### src/rtl/clk_monitor.sv
// Clock monitor: synchronizes a generated clock into system_clk, strobes its
// edges, measures half-periods and tracks lock / loss of the monitored clock.
module clk_monitor #(
  parameter int unsigned SYNC_STAGES = 2,
  parameter int unsigned CNT_W       = 8,
  parameter int unsigned EXP_HALF    = 2,
  parameter int unsigned TOL         = 0,
  parameter int unsigned LOCK_CNT    = 4,
  parameter int unsigned TIMEOUT     = 16
) (
  input  logic             system_clk,
  input  logic             reset,
  input  logic             clk_in,
  output logic             rise_pulse,
  output logic             fall_pulse,
  output logic [CNT_W-1:0] half_period,
  output logic             period_valid,
  output logic             locked,
  output logic             clk_lost,
  output logic [7:0]       err_count
);

  localparam int unsigned CW1    = CNT_W + 1;
  localparam int unsigned GOOD_W = (LOCK_CNT > 1) ? $clog2(LOCK_CNT + 1) : 1;
  localparam int unsigned LO_LIM = (EXP_HALF > TOL) ? (EXP_HALF - TOL) : 0;
  localparam int unsigned HI_LIM = EXP_HALF + TOL;
  localparam logic [CNT_W-1:0] CNT_MAX = '1;

  typedef enum logic [1:0] {IDLE, ACQUIRE, LOCKED, LOST} state_t;

  state_t                 state_q, state_d;
  logic [SYNC_STAGES-1:0] sync_q;
  logic                   prev_q;
  logic [CNT_W-1:0]       hcnt_q;
  logic [GOOD_W-1:0]      good_q, good_d;
  logic                   rise_q, fall_q, pv_q, pv_d, locked_q, lost_q;
  logic [CNT_W-1:0]       hp_q, hp_d;
  logic [7:0]             err_q;
  logic                   err_inc_c;

  logic                   lvl_c, edge_c, timeout_c, ok_c;
  logic [CW1-1:0]         inc_c;
  logic [CNT_W-1:0]       meas_c;

  // Edge detection and saturating half-period measurement
  always_comb begin
    lvl_c     = sync_q[SYNC_STAGES-1];
    edge_c    = lvl_c ^ prev_q;
    inc_c     = {1'b0, hcnt_q} + CW1'(1);
    meas_c    = inc_c[CNT_W] ? CNT_MAX : inc_c[CNT_W-1:0];
    ok_c      = ({1'b0, meas_c} >= CW1'(LO_LIM)) && ({1'b0, meas_c} <= CW1'(HI_LIM));
    timeout_c = !edge_c && (hcnt_q == CNT_W'(TIMEOUT - 1));
  end

  // Next-state, lock counting and error events
  always_comb begin
    state_d   = state_q;
    good_d    = good_q;
    err_inc_c = 1'b0;
    pv_d      = 1'b0;
    hp_d      = hp_q;
    case (state_q)
      IDLE: begin
        if (edge_c) begin
          state_d = ACQUIRE;
          good_d  = '0;
        end else if (timeout_c) begin
          state_d   = LOST;
          err_inc_c = 1'b1;
        end
      end
      ACQUIRE: begin
        if (edge_c) begin
          pv_d = 1'b1;
          hp_d = meas_c;
          if (ok_c) begin
            if ((32'(good_q) + 32'd1) >= LOCK_CNT) begin
              state_d = LOCKED;
              good_d  = '0;
            end else begin
              good_d = good_q + GOOD_W'(1);
            end
          end else begin
            good_d    = '0;
            err_inc_c = 1'b1;
          end
        end else if (timeout_c) begin
          state_d   = LOST;
          good_d    = '0;
          err_inc_c = 1'b1;
        end
      end
      LOCKED: begin
        if (edge_c) begin
          pv_d = 1'b1;
          hp_d = meas_c;
          if (!ok_c) begin
            state_d   = ACQUIRE;
            good_d    = '0;
            err_inc_c = 1'b1;
          end
        end else if (timeout_c) begin
          state_d   = LOST;
          err_inc_c = 1'b1;
        end
      end
      LOST: begin
        if (edge_c) begin
          state_d = ACQUIRE;
          good_d  = '0;
        end
      end
      default: state_d = IDLE;
    endcase
  end

  // Synchronizer, counters, FSM state and registered outputs
  always_ff @(posedge system_clk or posedge reset) begin
    if (reset) begin
      sync_q   <= '0;
      prev_q   <= 1'b0;
      hcnt_q   <= '0;
      good_q   <= '0;
      state_q  <= IDLE;
      rise_q   <= 1'b0;
      fall_q   <= 1'b0;
      pv_q     <= 1'b0;
      hp_q     <= '0;
      locked_q <= 1'b0;
      lost_q   <= 1'b0;
      err_q    <= '0;
    end else begin
      sync_q   <= {sync_q[SYNC_STAGES-2:0], clk_in};
      prev_q   <= lvl_c;
      hcnt_q   <= edge_c ? '0 : meas_c;
      good_q   <= good_d;
      state_q  <= state_d;
      rise_q   <= edge_c && lvl_c;
      fall_q   <= edge_c && !lvl_c;
      pv_q     <= pv_d;
      hp_q     <= hp_d;
      locked_q <= (state_q == LOCKED);
      lost_q   <= (state_q == LOST);
      if (err_inc_c && (err_q != 8'hFF)) begin
        err_q <= err_q + 8'd1;
      end
    end
  end

  assign rise_pulse   = rise_q;
  assign fall_pulse   = fall_q;
  assign half_period  = hp_q;
  assign period_valid = pv_q;
  assign locked       = locked_q;
  assign clk_lost     = lost_q;
  assign err_count    = err_q;

endmodule

### config.mk
export PLATFORM = sky130hd
export DESIGN_NAME = clk_monitor
export DESIGN_NICKNAME = d
export VERILOG_FILES = /design/src/rtl/clk_monitor.sv
export SDC_FILE = /design/constraint.sdc
export NUM_CORES = 1
export LEC_CHECK = 0
export CAP_MARGIN = 0
export CORE_UTILIZATION = 54
export DETAILED_ROUTE_END_ITERATION = 16
export GPL_ROUTABILITY_DRIVEN = 0
export GPL_TIMING_DRIVEN = 0
export PLACE_DENSITY_LB_ADDON = 0.12
export SYNTH_ARGS = -nofsm -noshare
export SYNTH_HDL_FRONTEND = slang
export SYNTH_SLANG_ARGS = --single-unit
### constraint.sdc
create_clock -name system_clk -period 3.2 [get_ports system_clk]
set_clock_uncertainty 0.1 [all_clocks]
set_input_delay 0.64 -clock system_clk [delete_from_list [all_inputs] [get_ports system_clk]]
set_output_delay 0.64 -clock system_clk [all_outputs]
set_load 0.02 [all_outputs]
==> results, run 1 <==
- After layout, the minimum clock period comes to 2.65 ns.
- The part of the cycle the worst path needs is 82.9%.
- The most common flop cell mapped by yosys is dfrtp_1.
- The sum of overflow across all layers after global routing is 0.
- The endpoint identified for the worst register-to-register timing path is err_count[1].
- Setup repair after global routing left no endpoint under its margin.
- Counting instances, the worst hold path has a depth of 0.
- The count of maximum capacitance violations is 0.
- In this run the cell area of the synthesized design comes to 1780 um^2.
- The critical path data required time is 3.32 ns.
- After filler insertion, the fill cell instance count of the layout stands at 265.
- Once the floorplan was initialized, standard cells occupied between 50% and 60% of the core.
- CTS saw 37 sinks.
- The post-route worst setup slack is roughly 0.55 ns.
- The height of the die is 59.4 um.
- In the final timing run, aggregate negative setup slack is 0 ns.
- The post-synthesis net count is about 180.
- The average via count per standard cell is 5.59.
- The count of nets left with antenna violations once routing finished came out at 0.
- The first detailed-routing pass ran for 4 iterations.
- Summed over all nets, wire length on met2 after detailed routing comes to roughly 1.8 mm.
- The number of buffers between clock root and the deepest sink is 2.
- The average cell area after synthesis is 10.4 um^2.
- The synthesized design contains 0 enable-type register cells.
- The worst reg-to-reg path cell count is 7.
- The detailed-route via count is 1374.
- The analysis attributes to cell leakage a power of 0.985 nW.
- The final max-slew violation count is 0.
- The boundary pin count is 24.
- For the worst-skew pair, the clock arrives at the later sink with an insertion delay of 0.34 ns.
- Summed over all layers, the routed wires come to about 3.3 mm.
- The critical hold path startpoint is sync_q[0].
- The worst hold path class is reg2reg.
- The unique cell type count in the Yosys netlist is 38.
- Entering global routing, the biggest net connects 38 pins.
- Synthesis produced a netlist whose cell count is 171.
- The number of global-route vias before repair came to 1326.
- In this run the number of H-tree levels came out at 2.
- In the final routed layout, each cell accounts on average for 13.5 um.
- Measured along the x axis, the die boundary spans just under 60 um.
- Relative to the synthesized area, the layout overhead comes to 21.8%.
- The post-route met1 wirelength is approximately 1.4 mm.
- The element type at the critical path start is a flip-flop.
- The run finished with clean final reports.
- The remaining design rule violation count is 0.
- The overall track demand over capacity in global routing is 21.8%.
- The number of rows created at floorplan is 20.
- The hold buffer count at CTS is 0.
- The initial antenna violation count is 0.
- The root buffer cell is clkbuf_4.
- Headroom to the max-slew limit came out at 50.1%.
- Detailed routing placed a total of a little over 100 um of wire on met3.
- Sequential elements use 52.0% of the synthesized area.
- The slew at the pin with the worst max-slew slack is 0.747 ns.
- The area of the core region is around 3100 um^2.
- The die area is ~3500 um^2.
- The pre-CTS setup slack is just under 0.6 ns.
- After detailed routing, no signal wire sits above met4.
- The fraction of layout instances using a drive strength above 1 is 9.90%.
- The first-pass GRT wire length is 5.67 mm.
- The startpoint of the worst-slack reg-to-reg timing path is hcnt_q[0].
- 0 antenna diodes ended up in the layout.
- The setup violation total in the final timing report is 0.
- The cell area power density is 707 nW/um^2.
- Detailed placement finished with a half-perimeter wire length of 2.47 mm.
- STA puts the critical path data arrival time at 2.77 ns.
- Port buffering added 23 buffers.
- Buffers added to address setup during post-CTS repair amount to 0.
- The share of flip-flops with an asynchronous set or reset is 100%.
- Clock-pin slew was measured on the worst setup and hold paths at 0.12 ns.
- The warning count from the yosys run is 0.
- Timing would allow up to about 380 MHz.
- In this run the register-to-register setup slack is 0.55 ns.
- The critical path is of the reg2reg type.
- The final number of hold-violating endpoints is 0.
- Once the clock tree was built, the resizer swapped 0 gates to a different size.
- The startpoint of the most critical setup path is hcnt_q[0].
- The maximum vdd drop is 0.515 mV.
- STA classifies the critical path endpoint as a flip-flop.
- The number of synthesized register bits is 37.
- The CTS tree is yes.
- In the final design database the tool counted roughly 210 nets.
- The worst hold endpoint is sync_q[1].
- The total CTS buffers is 5.
- The number of violations reported at the end of detailed-routing iteration 0 is 68.
- The design draws 1.53 mW.
- The largest driver fanout on the critical path is 7.
## cells in the mapped netlist (4+ instances only)
library cell | n | area [um^2]
nand3_1 | 8 | 40.0
dfrtp_1 | 37 | 926
inv_1 | 12 | 45.0
o21ai_0 | 8 | 40.0
nand2_1 | 22 | 82.6
a31oi_1 | 4 | 25.0
ha_1 | 10 | 125
xor2_1 | 5 | 43.8
nor3_1 | 4 | 20.0
a21oi_1 | 7 | 35.0
and2_1 | 5 | 31.3
nor2_1 | 14 | 52.6
## state kept, by name (all words and copies together) (netlist names)
register      cells
prev_q            1
state_q           2
sync_q            2
half_period       8
locked            1
hcnt_q            8
clk_lost          1
rise_pulse        1
fall_pulse        1
period_valid      1
err_count         8
good_q            3
## layout make-up
type | instances | area [um^2] | share of cell area [%]
Buffer | 3 | 15.0 | 0.692
Clock buffer | 5 | 37.5 | 1.73
Clock inverter | 3 | 65.1 | 3.00
Inverter | 12 | 45.0 | 2.08
Multi-Input combinational cell | 119 | 796 | 36.7
Sequential cell | 37 | 926 | 42.7
Tap cell | 44 | 55.1 | 2.54
Timing Repair Buffer | 23 | 230 | 10.6
## cell usage in the layout (no fill, tap or decap), types with 3 or more instances in the layout
cell,instances
clkdlybuf4s50_1,23
xor2_1,5
and3_1,3
a31oi_1,4
o21ai_0,8
nand2_1,22
clkbuf_4,5
mux2_2,3
nor2_1,14
nor3_1,4
inv_1,11
ha_1,10
a21oi_1,7
dfrtp_1,37
and2_1,5
nand3_1,8
## power breakdown
part           switching (mW)  internal [mW]
sequential             0.0796          0.554
combinational           0.279          0.222
clock                   0.157          0.242
## layer usage
layer  up-vias  global-route usage (%)
met5         -                       0
met4         0                    10.2
met3         4                    5.02
met2        28                    38.0
met1       684                    25.2
li1        658                       -
## metrics by stage
| stage | instances | hold slack [ns] | cell area (um^2) | utilization, % |
|---|---|---|---|---|
| 2_1_floorplan | 171 | 0.231 | 1780 | - |
| 3_3_place_gp | 238 | 0.237 | 2070 | 66.6 |
| 3_5_place_dp | 238 | 0.247 | 2070 | 66.6 |
| 4_1_cts | 246 | 0.274 | 2170 | 69.9 |
| 5_1_grt | 246 | 0.280 | 2170 | 69.9 |
| 6_report | 246 | 0.271 | 2170 | 69.9 |
## how the worst max path moves through the flow
stage,end,slack (ns),cells past startpoint
CTS,err_count[1],0.56,7
floorplan,err_count[6],0.89,7
global route,err_count[1],0.34,7
global placement,err_count[6],0.65,7
detailed placement,err_count[1],0.59,7
finish,err_count[1],0.55,7
## critical path, stage by stage, from the launching register on
cell	delay (ns)
dfrtp_1	0.44
ha_1	0.25
and3_1	0.24
nand3_1	0.14
nor3_2	0.27
o21ai_1	0.32
a21oi_1	0.41
mux2_2	0.38
## kinds of logic (layout without fill, tap and decap cells)
kind of cell | count (synthesis) | after routing | synth area share [%]
and+or+nand+nor | 65 | 65 | 17.6
DFF | 37 | 37 | 52.0
AOI/OAI and AO/OA | 33 | 33 | 14.0
buffers and inverters | 15 | 46 | 3.37
adders and majority gates | 10 | 10 | 7.02
xor gates and xnor gates | 6 | 6 | 2.95
muxes | 5 | 5 | 3.09
Power figures use the tool's default switching activity.
==> inputs of run 2 (changes only) <==
==> constraint.sdc (replaced) <==
create_clock -name system_clk -period 2.6 [get_ports system_clk]
set_clock_uncertainty 0.1 [all_clocks]
set_input_delay 0.52 -clock system_clk [delete_from_list [all_inputs] [get_ports system_clk]]
set_output_delay 0.52 -clock system_clk [all_outputs]
set_load 0.02 [all_outputs]
==> results, run 2 (synthesis results as in run 1) <==
- The sequential share of power is 40.7%.
- Summed over all cells, the static leakage comes to roughly 1 nW.
- The finished cells cover 2210 um^2.
- The routed design could run at a clock period as short as 2.49 ns.
- The final net count is 215.
- The cell-internal power is 1.26 mW.
- The clock tree synthesis step divided the H-tree into 2 levels.
- Including well taps, the total number of placed cells is 238.
- The run finished with clean final reports.
- The first-pass GRT wire length is 5.71 mm.
- The number of standard cells in the layout, taps in and fillers out is 247.
- The initial antenna violation count is 0.
- For this run, the detailed router's first-pass iteration total came to 5.
- In this run the critical register-to-register path is captured at err_count[6].
- Summing all placed instances gives a cell area of 2070 um^2.
- Clock tree synthesis found a total of 37 sinks.
- After floorplanning, the core was divided into 20 placement rows.
- The worst hold path class is reg2reg.
- Pin placement for this block handled 24 I/O pins.
- The worst reg-to-reg path cell count is 7.
- The clock latency reported for the late side of the worst-skew pair is 0.34 ns.
- The fraction of layout instances using a drive strength above 1 is 11.8%.
- Setup violations remaining at the end of the flow were counted as 0.
- The count of buffers added on input and output ports is 23.
- The relative contribution of the clock network to total power is 25.7%.
- Using the TritonRoute via totals, the vias-per-cell ratio works out to 5.52.
- Traced cell by cell, the critical path runs through ha_1 > nand2_1 > a311oi_1 > o211a_1 > a211o_4 > a2111oi_4 > mux2_1.
- The largest driver fanout on the critical path is 7.
- The number of antenna diodes in the final layout is 0.
- TritonCTS created 5 clock buffers.
- The number of global-route vias before repair was approximately 1.3k.
- For this run, the slowest stage of the critical path takes 0.46 ns.
- Data arrives at the worst endpoint at 2.63 ns.
- The worst setup path is launched from a flip-flop.
- The count of maximum capacitance violations is 0.
- The number of buffers between clock root and the deepest sink is 2.
- After detailed routing, the number of remaining DRC violations is 0.
- Leaving out fill and tap cells, the most frequent cell in the layout is dfrtp_1.
- Dividing the final minimum period by the clock period gives 95.6%.
- The headroom to the max-slew limit is approximately 51%.
- The overall die width is 59.4 um.
- The worst-case IR drop observed on VDD is 0.669 mV.
- The final max-slew violation count is 0.
- After the first detailed-routing iteration, the DRC count stood at 51.
- The last element of the critical path is err_count[6].
- The routed layout has 1364 vias.
- For the pin with the worst max-slew slack, the measured transition is 0.732 ns.
- In this run the critical register-to-register path is launched from hcnt_q[0].
- The core region is 3100 um^2.
- The critical hold path startpoint is sync_q[0].
- Net switching is ~34% of the power.
- The share of total power in combinational logic is 33.5%.
- Setup repair after global routing left no endpoint under its margin.
- The reg-to-reg setup timing slack is 0.11 ns.
- The hold buffer count at CTS is 0.
- Entering global routing, the biggest net connects 38 pins.
- The filler cells instantiated in the layout total roughly 260.
- The critical path data required time is 2.74 ns.
- The switching power summed over all nets is about 0.66 mW.
- The maximum operating frequency is ~400 MHz.
- The sum of overflow across all layers after global routing is 0.
- The completed layout was analyzed and its total power is around 1.9 mW.
- The cell area power density is around 870 nW/um^2.
- The count of cells along the worst hold path is 0.
- The type of element capturing the critical path is a flip-flop.
- The final number of hold-violating endpoints came to 0.
- The overall track demand over capacity in global routing is 22.0%.
- The half-perimeter wire length after detailed placement is around 2.5 mm.
- Hold timing on the final database bottoms out at a slack of roughly 0.27 ns.
- Relative to the synthesized area, the layout overhead comes to 23.9%.
- The startpoint-to-endpoint class of the critical path is reg2reg.
- After detailed routing, the average wire length per cell comes to 13.9 um.
- The count of nets left with antenna violations once routing finished came out at 0.
- Tracing the worst setup path back leads to its startpoint at hcnt_q[0].
- The die area is between 3000 and 4000 um^2.
- The wire length after detailed routing is 3.43 mm.
- From bottom edge to top edge, the die measures 59.4 um.
- The clock transition at the registers of the reported paths is 0.12 ns.
- The initial core utilization is 57.4%.
- The top cell types in the final layout, fill and taps aside, are 36 x dfrtp_1, 23 x clkdlybuf4s50_1, 22 x nand2_1.
- The root buffer cell is clkbuf_4.
- The slowest stage of the critical path belongs to the cell dfrtp_2.
- TritonCTS built the clock tree.
-- run 2: area by class of cell --
| class | count | area, um^2 | area share, % |
|---|---|---|---|
| Buffer | 3 | 15.0 | 0.680 |
| Clock inverter | 3 | 65.1 | 2.95 |
| Clock buffer | 5 | 37.5 | 1.70 |
| Tap cell | 44 | 55.1 | 2.49 |
| Sequential cell | 37 | 927 | 42.0 |
| Multi-Input combinational cell | 119 | 825 | 37.4 |
| Timing Repair Buffer | 24 | 238 | 10.8 |
| Inverter | 12 | 45.0 | 2.04 |
-- run 2: how the worst min path moves through the flow --
stage | end | slack [ns]
2_1_floorplan | sync_q[1] | 0.23
3_3_place_gp | sync_q[1] | 0.24
3_5_place_dp | sync_q[1] | 0.25
4_1_cts | sync_q[1] | 0.27
5_1_grt | sync_q[1] | 0.28
6_report | sync_q[1] | 0.27
-- run 2: routing by layer --
metal | global-route usage, % | vias up | wire length (um)
met5 | 0 | - | 0
met2 | 38.8 | 25 | 1850
met1 | 25.1 | 678 | 1430
met4 | 10.2 | 0 | 40
li1 | - | 656 | -
met3 | 5.02 | 5 | 111
-- run 2: worst max-delay path: cells and delay by family (launching register included) --
| kind | cells | cell delay, ns |
|---|---|---|
| and+or+nand+nor | 1 | 0.13 |
| adders and majority gates | 1 | 0.25 |
| DFF | 1 | 0.46 |
| AOI/OAI and AO/OA | 4 | 1.09 |
| muxes | 1 | 0.35 |
-- run 2: timing repair --
| item | 4_1_cts | 5_1_grt |
|---|---|---|
| pin swaps | 0 | 2 |
| setup buffers | 0 | 1 |
| endpoints found under the setup margin | 2 | 2 |
| gates resized for setup | 2 | 4 |
-- run 2: through the flow --
| step | setup slack, ns | TNS (ns) | utilization, % |
|---|---|---|---|
| after floorplan | 0.290 | 0 | - |
| after global placement | 0.0460 | 0 | 66.6 |
| after detailed placement | -0.00771 | -0.00771 | 66.6 |
| after CTS | 0.0817 | 0 | 70.2 |
| after global routing | 0.00783 | 0 | 71.1 |
| final | 0.114 | 0 | 71.1 |
-- run 2: power by group through the flow --
stage	Sequential, mW	Clock [mW]	Combinational, mW
finish	0.782	0.494	0.643
global route	0.800	0.518	0.703
CTS	0.783	0.501	0.630
detailed placement	0.794	0	0.621
global placement	0.784	0	0.599
floorplan	0.879	0	0.278
==> inputs of run 3 (changes only) <==
--- a/config.mk
+++ b/config.mk
@@ -5,7 +5,8 @@
 export SDC_FILE = /design/constraint.sdc
 export NUM_CORES = 1
 export LEC_CHECK = 0
-export CAP_MARGIN = 0
+export ABC_AREA = 1
+export CAP_MARGIN = 10
 export CORE_UTILIZATION = 54
 export DETAILED_ROUTE_END_ITERATION = 16
 export GPL_ROUTABILITY_DRIVEN = 0
==> results, run 3 <==
- The most frequent cell after synthesis is nand2_1.
- Of the synthesized area, sequential elements account for 47.1%.
- The tree built by TritonCTS fans out to 37 sinks.
- In the routed design, unresolved DRC markers number 0.
- The total placed instance area is 2250 um^2.
- Global routing used between 20% and 30% of the available tracks across all layers.
- The detailed-route via count is 1508.
- The unique cell type count in the Yosys netlist is 30.
- The final max-slew violation count came to 0.
- The critical path data required time is 2.74 ns.
- The flow ran to the end, and the final reports show no timing, DRC or antenna violations.
- The clock transition at the registers of the reported paths is 0.10 ns.
- The count of maximum capacitance violations is 0.
- The sum of overflow across all layers after global routing is 0.
- The area of the core region is around 3400 um^2.
- The slew at the pin with the worst max-slew slack is 0.746 ns.
- Counting flops with an async set or reset pin after synthesis yields a share of 100%.
- Final hold analysis gives a worst-case slack of around 0.26 ns.
- Setup repair after global routing left no endpoint under its margin.
- The quantity of gates resized following cts is 0.
- In the layout the commonest cells are 52 x nand2_1, 37 x dfrtp_1, 31 x inv_1.
- Of the total synthesized cell area, the portion taken by XOR and XNOR cells is 2.23%.
- Cells fill 67.6% of the core in the end.
- The cell sitting at the root of the clock tree is a clkbuf_4.
- The quantity of I/O buffers inserted on ports is 23.
- Once the floorplan was initialized, standard cells occupied 57.5% of the core.
- The commonest cells after synthesis are 52 x nand2_1, 37 x dfrtp_1, 32 x inv_1.
- The final net count is 271.
- Buffers inserted during clock tree synthesis total 5.
- The maximum vdd drop is 0.571 mV.
- STA classifies the critical path endpoint as a flip-flop.
- Data on the critical path arrives at its endpoint at 2.21 ns.
- After layout, the minimum clock period comes to 2.07 ns.
- Compared with the post-synthesis result, the final layout area differs by 17.4%.
- After the first detailed-routing iteration, the DRC count stood at 66.
- The first global-routing pass estimated roughly 6.3 mm of wire.
- The first TritonRoute pass finished after 4 iterations.
- The critical path is of the reg2reg type.
- The area share of the leading cell type in the synthesized netlist is 47.1%.
- The number of enable-type register cells in the synthesized netlist is 0.
- Summing the areas of all compound-gate instances in the mapped netlist gives under 10% of the synthesized area.
- The half-perimeter wire length after detailed placement is 2.37 mm.
- The largest net degree at the start of global routing is 38.
- Once detail routing completed, the nets flagged for antenna violations numbered 0.
- Wires add up to 3.27 mm.
- The clock latency reported for the late side of the worst-skew pair is 0.35 ns.
- After synthesis, the largest family of logic cells by area is simple AND/OR/NAND/NOR gates.
- The number of rows created at floorplan is 21.
- The number of global-route vias before repair is approximately 1.5k.
- For this design the static power due to leakage is between 1 and 1.5 nW.
- The post-layout instance area is 2310 um^2.
- The maximum operating frequency is 483 MHz.
- The average cell area after synthesis is 8.62 um^2.
- The fraction of layout instances using a drive strength above 1 is 10.5%.
- The post-CTS setup repair buffer count is 0.
- Of all cell types, the one taking the most synthesized area is dfrtp_1.
- 24 I/O pins were placed.
- The leading cell type in the layout, fill and taps excluded is nand2_1.
- The overall die width is 62.3 um.
- The initial antenna violation count is 0.
- By area the synthesized netlist is led by dfrtp_1 47%, nand2_1 9.9%, ha_1 6.4%, inv_1 6.1%, nand3_1 4.6%.
- The worst hold path belongs to the class reg2reg.
- In the synthesized netlist, mux cells make up 0% of the area.
- The number of standard cells in the layout, taps in and fillers out is 304.
- The mapped netlist covers ~2000 um^2.
- No sink is reached through more buffers than the 2 on the longest clock path.
- The height of the die is 62.3 um.
- The average via count per standard cell is 4.96.
- Setup violations remaining at the end of the flow were counted as 0.
- The hold buffer count at CTS is 0.
- Measured against its own limit, the worst slew margin works out to between 50% and 60%.
- For this run, the number of Yosys warnings is 0.
- In the final routed layout, each cell accounts on average for between 10 and 15 um.
- The final number of hold-violating endpoints is 0.
- The total placed cells including tap cells is between 200 and 300.
- The largest driver fanout on the critical path is 10.
- The worst path uses roughly 80% of the clock period.
- The most common flop cell mapped by yosys is dfrtp_1.
- The final-layout setup total negative slack is 0 ns.
- The post-synthesis net count is 241.
- STA classifies the critical path startpoint as a flip-flop.
- The synthesized design contains 37 register bits.
- The cell area power density is slightly below 800 nW/um^2.
- The adder-cell share of the synthesized area is 6.37%.
- The gate count of the mapped netlist is 228.
- The depth of the CTS H-tree is 2.
- The die covers 3890 um^2.
- The CTS tree is yes.
- After Yosys synthesis, and, or, nand and nor cells account for 30.5% of the synthesized area.
- 0 antenna diodes ended up in the layout.
==> run 3: cell types whose count changed after synthesis, sizes merged, moves of 5 or more <==
| cell | before | now |
|---|---|---|
| and2 | 5 | 0 |
| inv | 12 | 32 |
| nand2 | 22 | 58 |
| nand3 | 8 | 21 |
| nand4 | 2 | 10 |
| nor2 | 14 | 25 |
==> run 3: power breakdown <==
| part | switching [mW] | internal [mW] |
|---|---|---|
| clock | 0.177 | 0.128 |
| sequential | 0.0887 | 0.677 |
| combinational | 0.420 | 0.292 |
| total | 0.687 | 1.10 |
==> run 3: cell families after synthesis <==
kind of cell | Yosys count
buf+inv | 36
simple gates | 118
flops | 37
xor+xnor | 5
compound gates | 22
fa+ha+maj | 10
==> run 3: metrics by stage <==
step / power (mW) / setup slack, ns
floorplan: 1.26 / 0.770
global placement: 1.48 / 0.334
detailed placement: 1.49 / 0.530
CTS: 1.80 / 0.517
global route: 1.94 / 0.300
finish: 1.78 / 0.528
==> run 3: area by class of cell <==
cell class	instances	area (um^2)
Buffer	3	20.0
Clock buffer	7	55.1
Fill cell	288	1110
Inverter	33	124
Multi-Input combinational cell	155	896
Sequential cell	37	926
Tap cell	46	57.6
Timing Repair Buffer	23	230
==> run 3: per-layer routing <==
| layer | vias to the layer above | GRT usage [%] | wire [um] |
|---|---|---|---|
| met1 | 680 | 28.1 | 1660 |
| met2 | 27 | 31.2 | 1410 |
| met5 | - | 0 | 0 |
| li1 | 795 | - | - |
| met3 | 6 | 5.70 | 138 |
| met4 | 0 | 9.30 | 61 |
==> run 3: worst paths after layout <==
| path | from | cells past startpoint | end | slack, ns |
|---|---|---|---|---|
| worst max-delay path | hcnt_q[0] | 11 | good_q[0] | 0.53 |
| min in group asynchronous | reset | 2 | err_count[1] | 0.53 |
| max in group asynchronous | reset | 2 | rise_pulse | 1.38 |
| worst min-delay path | sync_q[0] | 0 | sync_q[1] | 0.26 |
| worst max register to register | hcnt_q[0] | 11 | good_q[0] | 0.53 |
| worst min register to register | sync_q[0] | 0 | sync_q[1] | 0.26 |
==> run 3: critical path, stage by stage (launching register included) <==
cell and delay (ns):
dfrtp_1 0.46, ha_1 0.26, nand2_2 0.12, nor2_4 0.06
nand2_4 0.12, nand3_1 0.12, nor2_2 0.21, nand3_4 0.13
nand2_1 0.10, nand2_1 0.11, o21ai_1 0.13, inv_1 0.04
